--- src/rtl/pipelined_cla_addsub.sv ---
// Pipelined carry-lookahead adder/subtractor: one BLOCK-bit lookahead group per stage,
// skewed operands in, deskewed sum out, valid/ready stream with full-pipe stall.
module pipelined_cla_addsub #(
   parameter int WIDTH = 32,
   parameter int BLOCK = 8
) (
   input  logic             clk,
   input  logic             rst_n,
   input  logic             in_valid,
   output logic             in_ready,
   input  logic [WIDTH-1:0] a,
   input  logic [WIDTH-1:0] b,
   input  logic             cin,
   input  logic             sub,
   output logic             out_valid,
   input  logic             out_ready,
   output logic [WIDTH-1:0] sum,
   output logic             cout,
   output logic             ovf
);

   localparam int STAGES = WIDTH / BLOCK;

   if ((WIDTH % BLOCK) != 0 || BLOCK < 2) begin : g_bad_param
      $fatal(1, "pipelined_cla_addsub: WIDTH must be a multiple of BLOCK and BLOCK >= 2");
   end

   // Every carry is a flat sum-of-products of p, g and the group carry-in.
   function automatic logic [BLOCK:0] cla(input logic [BLOCK-1:0] p,
                                          input logic [BLOCK-1:0] g,
                                          input logic             ci);
      logic [BLOCK:0] c;
      logic           t;
      c    = '0;
      c[0] = ci;
      for (int i = 0; i < BLOCK; i++) begin
         t = ci;
         for (int j = 0; j <= i; j++) t = t & p[j];
         c[i+1] = t;
         for (int j = 0; j <= i; j++) begin
            t = g[j];
            for (int m = j + 1; m <= i; m++) t = t & p[m];
            c[i+1] = c[i+1] | t;
         end
      end
      return c;
   endfunction

   logic [WIDTH-1:0] w_b_eff;
   logic             w_c0;
   logic             w_adv;

   assign w_b_eff  = sub ? ~b : b;
   assign w_c0     = sub | cin;
   assign w_adv    = ~out_valid | out_ready;
   assign in_ready = w_adv;

   for (genvar k = 0; k < STAGES; k++) begin : g_stg
      localparam int SW = WIDTH - k * BLOCK;   // operand bits not yet resolved
      localparam int LW = k * BLOCK;           // result bits already resolved

      logic [SW-1:0]       w_a_in;
      logic [SW-1:0]       w_b_in;
      logic                w_c_in;
      logic                w_v_in;
      logic [BLOCK-1:0]    w_p;
      logic [BLOCK-1:0]    w_g;
      logic [BLOCK-1:0]    w_s;
      logic [BLOCK:0]      w_c;
      logic [LW+BLOCK-1:0] w_s_nxt;
      logic [LW+BLOCK-1:0] r_s;
      logic                r_c;
      logic                r_v;

      if (k == 0) begin : g_src
         assign w_a_in  = a;
         assign w_b_in  = w_b_eff;
         assign w_c_in  = w_c0;
         assign w_v_in  = in_valid;
         assign w_s_nxt = w_s;
      end else begin : g_src
         assign w_a_in  = g_stg[k-1].g_skew.r_a;
         assign w_b_in  = g_stg[k-1].g_skew.r_b;
         assign w_c_in  = g_stg[k-1].r_c;
         assign w_v_in  = g_stg[k-1].r_v;
         assign w_s_nxt = {w_s, g_stg[k-1].r_s};
      end

      assign w_p = w_a_in[BLOCK-1:0] ^ w_b_in[BLOCK-1:0];
      assign w_g = w_a_in[BLOCK-1:0] & w_b_in[BLOCK-1:0];
      assign w_c = cla(w_p, w_g, w_c_in);
      assign w_s = w_p ^ w_c[BLOCK-1:0];

      always_ff @(posedge clk or negedge rst_n) begin
         if (!rst_n) begin
            r_s <= '0;
            r_c <= 1'b0;
            r_v <= 1'b0;
         end else if (w_adv) begin
            r_s <= w_s_nxt;
            r_c <= w_c[BLOCK];
            r_v <= w_v_in;
         end
      end

      if (k < STAGES - 1) begin : g_skew
         logic [SW-BLOCK-1:0] r_a;
         logic [SW-BLOCK-1:0] r_b;
         always_ff @(posedge clk or negedge rst_n) begin
            if (!rst_n) begin
               r_a <= '0;
               r_b <= '0;
            end else if (w_adv) begin
               r_a <= w_a_in[SW-1:BLOCK];
               r_b <= w_b_in[SW-1:BLOCK];
            end
         end
      end

      if (k == STAGES - 1) begin : g_ovf
         logic r_o;
         always_ff @(posedge clk or negedge rst_n) begin
            if (!rst_n)     r_o <= 1'b0;
            else if (w_adv) r_o <= w_c[BLOCK] ^ w_c[BLOCK-1];
         end
      end
   end

   assign out_valid = g_stg[STAGES-1].r_v;
   assign sum       = g_stg[STAGES-1].r_s;
   assign cout      = g_stg[STAGES-1].r_c;
   assign ovf       = g_stg[STAGES-1].g_ovf.r_o;

endmodule

--- config.mk ---
export PLATFORM = sky130hd
export DESIGN_NAME = pipelined_cla_addsub
export DESIGN_NICKNAME = d
export VERILOG_FILES = /design/src/rtl/pipelined_cla_addsub.sv
export SDC_FILE = /design/constraint.sdc
export NUM_CORES = 1
export LEC_CHECK = 0
export ABC_CLOCK_PERIOD_IN_PS = 3700
export CELL_PAD_IN_SITES_DETAIL_PLACEMENT = 1
export CELL_PAD_IN_SITES_GLOBAL_PLACEMENT = 2
export CORE_MARGIN = 3
export CORE_UTILIZATION = 37
export DETAILED_ROUTE_END_ITERATION = 12
export PLACE_DENSITY = 0.85
export RECOVER_POWER = 50
export SETUP_SLACK_MARGIN = 0.15
export SLEW_MARGIN = 10
export SYNTH_ARGS = -nofsm -noshare
export SYNTH_HDL_FRONTEND = slang
export SYNTH_SLANG_ARGS = --single-unit
--- constraint.sdc ---
create_clock -name clk -period 3.7 [get_ports clk]
set_input_delay 0.37 -clock clk [delete_from_list [all_inputs] [get_ports clk]]
set_output_delay 0.37 -clock clk [all_outputs]
set_load 0.01 [all_outputs]
======== Word-level counts from Yosys, hierarchy flattened ========
Index checks and enable logic that the tools add are counted.
word-level totals
  bits of input ports ..................... 70
  register bits after elaboration ......... 185
  logic and storage cells ................. 325
  memory bits (read-only) ................. 0
  memory bits (writable) .................. 0
  latch bits .............................. 0
  output and inout bits ................... 36
  memories ................................ 0
cells by class
  eq/ne operators ......................... 0
  shift-type cells ........................ 0
  magnitude comparators ................... 0
  add/subtract/negate cells ............... 0
  div/mod/pow operators ................... 0
  multiplexer cells ....................... 1
  multiply operators ...................... 0
  reductions and logical operators ........ 0
  bitwise operators ....................... 305
operator list
  cell           number
  $or A1 B1 Y1   146
  $and A1 B1 Y1  144
  $xor A8 B8 Y8  8
  $and A8 B8 Y8  4
  $mux W32       1
  $not A32 Y32   1
  $not A1 Y1     1
  $xor A1 B1 Y1  1

======== Logic depth before layout (Yosys ltp) ========
Gate-level depths: netlist (run 1).
  depth after elaboration ................. 19
  depth in mapped cells ................... 10
  depth with buffers taken out ............ 8

======== Worst setup path before layout (run 1) ========
No wires, ideal clock.
  path kind ............................... input to register
  from .................................... input sub
  to ...................................... register g_stg[0].r_s[4]
  library setup time ...................... 0.134 ns
  stages .................................. 10
  arrival time ............................ 2.296 ns
  path slack .............................. 1.270 ns
  data required time ...................... 3.566 ns
  cell sequence ........................... clkbuf_1 buf_2 xor2_1 ha_1 ha_1 o21ai_1 nand2b_1 a21o_1 a211oi_1 o31ai_1
on the way
  word-level cells in the longest chain between the ends .. 11
  elaborated cells between the ends (all ways) .. 19
RTL lines
  item                        RTL line  source
  start, declared             14        input logic sub,
  $mux W32                    53        assign w_b_eff = sub ? ~b : b;
  $xor A8 B8 Y8               89        assign w_p = w_a_in[BLOCK-1:0] ^ w_b_in[BLOCK-1:0];
  $and A1 B1 Y1 (4 in a row)  38        for (int j = 0; j <= i; j++) t = t & p[j];
  $or A1 B1 Y1 (4 in a row)   43        c[i+1] = c[i+1] | t;
  $xor A8 B8 Y8 *             92        assign w_s = w_p ^ w_c[BLOCK-1:0];
  end signal, assigned        100       r_s <= w_s_nxt;
  end, declared               71        logic [LW+BLOCK-1:0] r_s;
Every way passes the cells marked *; elsewhere a longest branch is shown, timed or not.
A chain may end at the register's enable or synchronous reset.

==> results of run 1 <==
==> power by group <==
part / internal [mW] / switching [mW] / total, mW / leakage, nW
Clock: 1.17 / 0.836 / 2.00 / 0.307
Combinational: 1.40 / 1.72 / 3.12 / 2.44
Sequential: 2.93 / 0.505 / 3.43 / 2.23
==> sequential cells by signal (all words and copies together) (netlist names) <==
| signal | flops |
|---|---|
| g_stg.g_skew.r_b | 48 |
| ovf | 1 |
| cout | 1 |
| out_valid | 1 |
| g_stg.r_v | 3 |
| g_stg.r_s | 48 |
| sum | 32 |
| g_stg.r_c | 3 |
| g_stg.g_skew.r_a | 48 |
==> cells in the final DEF, fill, tap and decap left out, drive strengths merged, types with 11 or more instances in the layout <==
cell and n:
a21o 11, clkdlybuf4s50 86, inv 16, o21ai 38, nor2 24, xor2 15
dfrtp 185, nand2 421, clkbuf 20, ha 36, a21oi 23, xnor2 38
dlygate4sd3 17
==> path summary, 6_finish.rpt <==
kind                                        start  depth (start not counted)                      end
max in group clk                        out_valid                          3                 in_ready
max                                         rst_n                          2  g_stg[0].g_skew.r_a[23]
min in group asynchronous                   rst_n                          1                  sum[28]
min                                        sum[5]                          2                   sum[5]
min reg2reg                                sum[5]                          2                   sum[5]
max reg2reg                g_stg[2].g_skew.r_a[0]                          7                  sum[31]
==> logic make-up (layout without fill, tap and decap cells) <==
| group | after synthesis | count (layout) | share of synthesized area (%) |
|---|---|---|---|
| adder cells (fa/ha/maj) | 40 | 40 | 6.40 |
| AO/OA/AOI/OAI | 96 | 96 | 7.68 |
| XOR/XNOR | 53 | 53 | 5.60 |
| buffers and inverters | 53 | 154 | 2.84 |
| flip-flops | 185 | 185 | 55.8 |
| multiplexers | 1 | 1 | 0.121 |
| AND/OR/NAND/NOR | 464 | 464 | 21.5 |
==> area by class of cell <==
type | instances | area, um^2 | area share [%]
flip-flops and latches | 185 | 4630 | 45.4
multi-input cells | 654 | 3430 | 33.6
repair buffers | 113 | 1110 | 10.9
clock buffers | 18 | 439 | 4.30
well taps | 280 | 350 | 3.43
clock inverters | 14 | 206 | 2.02
inverters | 9 | 36.3 | 0.356
==> Yosys cell counts, types with 2 or more instances <==
cell	number
nor3_1	8
inv_1	8
o211ai_1	2
a211oi_1	4
dfrtp_1	185
and3_1	2
nand2b_1	5
fa_1	4
o31ai_1	6
a21oi_1	23
clkbuf_1	12
ha_1	36
buf_1	3
nor2_1	24
buf_2	29
o21ai_1	3
nand2_1	421
a31o_2	3
o21ai_0	35
a2111oi_4	3
xnor2_1	38
xor2_1	15
a21o_1	11
==> routing by layer <==
layer  track usage [%]  vias up  part of all wire [%]  wire (um)
met3              2.69       17                   2.1        378
met1              19.7     2835                    46       8150
met5                 0        -                     0          0
li1                  -     3014                     -          -
met2              26.6       60                    51       9090
met4              4.54        0                   1.5        264
==> through the flow <==
step | instance area (um^2) | hold slack [ns] | utilization (%)
floorplan | 8290 | 0.0744 | -
global placement | 9570 | 0.443 | 43.7
detailed placement | 9570 | 0.450 | 43.7
CTS | 10200 | 0.0568 | 46.7
global route | 10200 | 0.460 | 46.6
finish | 10200 | 0.460 | 46.6
==> flow_summary.yaml, run 1 <==
clocking:
  cts_max_path_buffers: 2
  hold_buffers: 0
  cts_made_buffers: 17
  clkLatencyLatePin_ns: 0.43
  postCtsSetupBuffers: 0
  cts.clk_slew.worst_paths_ns: 0.07
  cts_tree: "built"
  htreeDepth: 4
  clock-sinks: 185
  post_cts_resized: 0
  cts-root-buf: "clkbuf_16"
sta:
  worstMarginPinSlew_ns: 2.58
  slew_viol_final: 102
  rsz0062_at_grt: "false"
  layout_min_cycle_time_ns: 2.48
  final-hold-violation-count: 0
  slew_headroom_pct: -71.7
  fmax_mhz: 404
  skew_ns: 0.0105
  period_share_pct: 66.9
  layout_setup_ws_ns: 1.22
  finalSetupViolCount: 0
  fin_setup_tns_ns: 0
floorplan:
  die_w_um: 156
  die_y_um: 156
  pin_count: 106
  coreArea_um2: 21900
  rows: 54
  start_util_pct: 37.9
  die_area_um2: 24200
yosys:
  yosysTopAreaCell: "dfrtp_1"
  synth_nets: 1002
  synthTopCellsByArea: "dfrtp_1 (56%), nand2_1 (19%), ha_1 (5.4%), xnor2_1 (4.0%), o21ai_0 (2.1%)"
  ys.flop_type: "dfrtp_1"
  yosysTopAreaCellShare_pct: 55.8
  synth-seq-cells: 185
  synth-seq-area-share_pct: 55.8
  synth_edf_count: 0
  yosysWarnings: 0
  synth_cells: 892
  ys_types: 35
  syn_avg_cell_area_um2: 9.29
  syn-cell-area_um2: 8290
  synthArstFlopShare_pct: 100
detailed_routing:
  wirelength_mm: 17.9
  drt_pass1_iterations: 4
  avgRoutedWirePerCell_um: 14.1
  route.detailed.drc: 0
  vias_per_cell: 4.66
  drtAntennaViolNets: 0
  drtIter0Drc: 204
  vias: 5926
run_status:
  status: "finished, violations left"
  violations: "max-capacitance violations, max-slew violations"
final_layout:
  insertedDiodeCount: 0
  fin_cells: 1273
  final_nets: 1090
  fillers: 2530
  drive_above_1_share_pct: 5.24
  area_delta_synth_final_pct: 23.1
setup_path:
  critPathTopFamily: "buffers and inverters"
  cp-start-kind: "input pin"
  arrival_ns: 2.99
  cp_cell_sequence: "clkbuf_2, clkbuf_2"
  critPathSlowestCell: "clkbuf_2"
  cp_num_buf_inv: 2
  crit_type: "input pin to asynchronous set/reset pin"
  cp_common_cell: "clkbuf_2"
  cp_slowest_stage_delay_ns: 1.75
  crit_path_max_fanout: 101
  required_ns: 4.21
  end_kind: "asynchronous set/reset pin"
  ff2ff_setup_slack_ns: 1.51
global_routing:
  grt_pass1_vias: 6122
  antenna_found_initial: 0
  grt_pass1_wl_mm: 30.1
  grt_use_total_pct: 15.3
  grt_max_degree: 211
  globalRouteOverflowTotal: 0
power_and_ir_drop:
  power_density_nw_per_um2: 839
  p_total_mw: 8.56
  p_leak_nw: 4.97
  vdd_drop_max_v: 0.000388
min_path:
  hp-class: "flip-flop to flip-flop"
placed_design:
  place_ws_ns: 0.987
  port_buffers: 105
  placed_cells_incl_taps: 1241
  place.gp.congestion: 0.755
  dpl.hpwl_mm: 11.6
job:
  drv_cap: 1
Power figures use the tool's default switching activity.
==> run 2: changes to the inputs <==
Settings changed: ABC_CLOCK_PERIOD_IN_PS 3700 to 2170, CORE_UTILIZATION 37 to 31, PLACE_DENSITY 0.85 to 0.76.
Clock period 3.7 ns to 2.17 ns, I/O delays scaled along.
==> run 2 against run 1 <==
Effect of this change:
- the flow still finishes with violations (max-capacitance violations, max-slew violations)
- clock skew is 0.0020 ns higher
- sequential power rose by 71%
- register-to-register slack got worse by 1.4 ns
- sequential cell count unchanged
- highest routed layer unchanged
==> flow_summary.yaml, run 2 (synthesis gave the netlist of run 1 again) <==
setup_path:
  end_kind: "flip-flop"
  cp-start-kind: "flip-flop"
  ff2ff_setup_slack_ns: 0.15
  required_ns: 2.46
  crit_type: "flip-flop to flip-flop"
  crit_path_max_fanout: 4
  arrival_ns: 2.30
clocking:
  cts_made_buffers: 17
  clkLatencyLatePin_ns: 0.43
  cts_tree: "built"
  cts-root-buf: "clkbuf_16"
  htreeDepth: 4
  cts_max_path_buffers: 2
  cts.clk_slew.worst_paths_ns: 0.07
  clock-sinks: 185
sta:
  layout_setup_ws_ns: 0.154
  fmax_mhz: 496
  rsz0062_at_grt: "true"
  layout_min_cycle_time_ns: 2.02
  worstMarginPinSlew_ns: 1.60
  final-hold-violation-count: 0
  skew_ns: 0.0126
  period_share_pct: 92.9
  finalSetupViolCount: 0
  slew_viol_final: 57
  slew_headroom_pct: -6.48
placed_design:
  placed_cells_incl_taps: 1305
  port_buffers: 105
  dpl.hpwl_mm: 12.0
  placed_cell_area_um2: 9790
  place_ws_ns: -0.330
  place.gp.congestion: 0.743
power_and_ir_drop:
  p_leak_nw: 5.05
  vdd_drop_max_v: 0.000499
  power_density_nw_per_um2: 1400
detailed_routing:
  drt_pass1_iterations: 4
  drtAntennaViolNets: 0
  wirelength_mm: 18.2
  vias_per_cell: 4.47
  avgRoutedWirePerCell_um: 13.6
  drtIter0Drc: 232
  vias: 6001
  route.detailed.drc: 0
floorplan:
  rows: 59
  die_w_um: 170
  die_area_um2: 28700
  die_y_um: 170
  coreArea_um2: 26200
  pin_count: 106
  start_util_pct: 31.6
final_layout:
  final_common_cell: "nand2_1"
  area_delta_synth_final_pct: 26.9
  final_cell_mix: "nand2_1 (421), dfrtp_1 (185), clkdlybuf4s50_1 (103)"
  insertedDiodeCount: 0
  design_area_um2: 10500
  largestRegisters: "g_stg.g_skew.r_a (48), g_stg.g_skew.r_b (48), g_stg.r_s (48)"
  fin_cells: 1344
  drive_above_1_share_pct: 8.03
  final_nets: 1107
global_routing:
  globalRouteOverflowTotal: 0
  grt_max_degree: 94
  antenna_found_initial: 0
  grt_use_total_pct: 13.1
  grt_pass1_wl_mm: 30.8
  grt_pass1_vias: 6251
run_status:
  status: "finished, violations left"
  violations: "max-capacitance violations, max-slew violations"
min_path:
  hp-class: "input pin to flip-flop"
job:
  drv_cap: 1
[run 2: area by class of cell]
type / count / area, um^2
fill: 2992 / 15700
sequential: 185 / 4630
multi-input combinational: 654 / 3550
timing repair buffer: 130 / 1310
clock buffer: 19 / 443
tap: 335 / 419
clock inverter: 12 / 136
inverter: 9 / 41.3
[run 2: metrics by stage]
stage	power, mW	setup TNS [ns]	util [%]	hold WS (ns)
final	14.7	0	40.1	0.317
after global routing	16.1	0	40.1	0.308
after CTS	14.8	0	39.7	0.294
after detailed placement	11.5	-1.60	37.4	0.239
after global placement	11.3	-1.23	37.4	0.235
after floorplan	9.51	0	-	-0.0786
[run 2: per-layer routing]
layer	part of all wire [%]	wire length (um)	vias to the layer above	GRT usage (%)
li1	-	-	3032	-
met1	47	8580	2881	17.2
met2	49	9000	73	22.2
met3	2.4	441	15	2.26
met4	1.2	221	0	4.16
met5	0	0	-	0
[run 2: final timing paths]
path                                        start                 endpoint  cells after the start
max                        g_stg[0].g_skew.r_b[0]         g_stg[1].r_s[15]                      7
min                                         a[13]   g_stg[0].g_skew.r_a[5]                      3
max reg2reg                g_stg[0].g_skew.r_b[0]         g_stg[1].r_s[15]                      7
min reg2reg                g_stg[1].g_skew.r_a[8]   g_stg[1].g_skew.r_a[8]                      2
max in group asynchronous                   rst_n                  sum[16]                      3
min in group asynchronous                   rst_n  g_stg[0].g_skew.r_a[21]                      2
[run 2: power breakdown]
group | switching (mW) | internal [mW] | total (mW)
clock network | 1.38 | 1.74 | 3.12
registers | 0.851 | 5.00 | 5.85
logic | 3.06 | 2.68 | 5.74
[run 2: critical path, stage by stage (launching register included)]
cell and delay (ns):
dfrtp_1 0.43, ha_4 0.30, ha_4 0.13, o21ai_4 0.07
a2111oi_4 0.49, a31o_2 0.25, xnor2_1 0.12, a21oi_1 0.08
[run 2: timing repair]
item | 4_1_cts | 5_1_grt
pin swaps | 1 | 13
gates resized for setup | 4 | 16
setup endpoints to repair | 8 | 13
hold buffers | 1 | 0
hold endpoints to repair | 55 | 0
setup buffers | 1 | 6
==> run 3: changes to the inputs <==
Settings changed: SKIP_CTS_REPAIR_TIMING set to 1.
==> run 3 against run 2 <==
Effect of this change:
- the run still ends with max-capacitance violations, max-slew violations left
- clock skew fell by 0.00085 ns
- cell area barely moved
- critical path depth did not move
- first-iteration DRC count fell by 10%
- clock power barely moved
- sequential power barely moved
- die area did not move
- largest cell class unchanged
- largest power group unchanged
- highest routed layer unchanged
==> flow_summary.yaml, run 3 (synthesis gave the netlist of run 1 again) <==
floorplan:
  die_area_um2: 28700
  coreArea_um2: 26200
  rows: 59
  die_w_um: 170
  start_util_pct: 31.6
  die_y_um: 170
  pin_count: 106
power_and_ir_drop:
  power_density_nw_per_um2: 1400
  p_total_mw: 14.7
  p_leak_nw: 5.05
  vdd_drop_max_v: 0.000496
detailed_routing:
  wirelength_mm: 18.2
  wl_met2_mm: 8.97
  route.detailed.drc: 0
  drtAntennaViolNets: 0
  vias: 5985
  wl_met1_mm: 8.54
  avgRoutedWirePerCell_um: 13.5
  top_layer: "met4"
  vias_per_cell: 4.45
  drtIter0Drc: 208
  drt_pass1_iterations: 4
  wl_met3_um: 441
global_routing:
  antenna_found_initial: 0
  grt_pass1_wl_mm: 30.8
  grt_pass1_vias: 6245
  globalRouteOverflowTotal: 0
  grt_use_total_pct: 13.1
  grt_max_degree: 94
placed_design:
  dpl.hpwl_mm: 12.0
  port_buffers: 105
  placed_cell_area_um2: 9790
  place.gp.congestion: 0.743
final_layout:
  design_area_um2: 10500
  final_nets: 1107
  drive_above_1_share_pct: 8.13
  largestRegisters: "g_stg.g_skew.r_a (48), g_stg.g_skew.r_b (48), g_stg.r_s (48)"
  area_delta_synth_final_pct: 26.9
  final_common_cell: "nand2_1"
  insertedDiodeCount: 0
  final_cell_mix: "nand2_1 (421), dfrtp_1 (185), clkdlybuf4s50_1 (103)"
  fillers: 2990
clocking:
  clkLatencyLatePin_ns: 0.43
  cts_made_buffers: 17
  htreeDepth: 4
  cts-root-buf: "clkbuf_16"
  cts.clk_slew.worst_paths_ns: 0.07
  cts_tree: "built"
  cts_max_path_buffers: 2
  clock-sinks: 185
sta:
  period_share_pct: 93.1
  layout_min_cycle_time_ns: 2.02
  rsz0062_at_grt: "true"
  worstMarginPinSlew_ns: 1.58
  final-hold-violation-count: 0
  fmax_mhz: 495
  slew_headroom_pct: -5.66
  slew_viol_final: 57
  finalSetupViolCount: 0
  skew_ns: 0.0117
setup_path:
  crit_start: "g_stg[0].g_skew.r_b[0]"
  end_kind: "flip-flop"
  crit_type: "flip-flop to flip-flop"
  required_ns: 2.46
  arrival_ns: 2.31
  crit-reg2reg-launch: "g_stg[0].g_skew.r_b[0]"
  crit_path_max_fanout: 4
  cp-start-kind: "flip-flop"
min_path:
  hp-class: "input pin to flip-flop"
  min-delay-start: "a[17]"
run_status:
  violations: "max-capacitance violations, max-slew violations"
  status: "finished, violations left"
job:
  drv_cap: 1
## run 3: changes by cell type in the layout (fill, tap and decap cells not counted)
cell / previous run / this run
a211oi_2: 2 / 1
a211oi_1: 1 / 2
o21a_1: 1 / 0
o21a_2: 0 / 1
nor3_1: 8 / 7
nor3_2: 1 / 2
## run 3: final cells by class
| type | count | area (um^2) | share of cell area [%] |
|---|---|---|---|
| Clock buffer | 19 | 443 | 4.21 |
| Clock inverter | 12 | 136 | 1.30 |
| Inverter | 9 | 41.3 | 0.392 |
| Multi-Input combinational cell | 654 | 3550 | 33.7 |
| Sequential cell | 185 | 4630 | 44.0 |
| Tap cell | 335 | 419 | 3.98 |
| Timing Repair Buffer | 130 | 1310 | 12.4 |
## run 3: final timing paths
path,depth (start not counted),slack [ns],endpoint
setup reg to reg,7,0.15,g_stg[1].r_s[15]
setup / recovery,7,0.15,g_stg[1].r_s[15]
max in group asynchronous,3,0.37,sum[16]
hold reg to reg,2,0.46,g_stg[1].g_skew.r_a[8]
min in group asynchronous,2,0.73,g_stg[0].g_skew.r_a[21]
hold / removal,3,0.32,g_stg[0].g_skew.r_a[9]
## run 3: metal layers
metal  GRT usage, %  vias to the layer above
met3           2.26                       15
met1           17.2                     2865
met2           22.2                       73
li1               -                     3032
met4           4.16                        0
met5              0                        -
## run 3: power by group
group | switching, mW | leakage, nW | internal [mW]
sequential | 0.852 | 2.23 | 5.00
clock | 1.38 | 0.277 | 1.74
combinational | 3.05 | 2.54 | 2.68
## run 3: per-stage QoR
stage	setup WS, ns	utilization (%)	setup TNS, ns	instances	hold WS [ns]
5_1_grt	0.0632	40.2	0	1344	0.308
4_1_cts	0.0873	39.6	0	1336	-0.233
3_3_place_gp	-0.267	37.4	-1.23	1305	0.235
3_5_place_dp	-0.330	37.4	-1.60	1305	0.239
2_1_floorplan	0.158	-	0	892	-0.0786
6_report	0.150	40.2	0	1344	0.317
## run 3: critical path, stage by stage, from the launching register on
cell and delay (ns):
dfrtp_1 0.43, ha_4 0.30, ha_4 0.14, o21ai_4 0.07, a2111oi_4 0.49, a31o_2 0.25
xnor2_1 0.12, a21oi_1 0.08
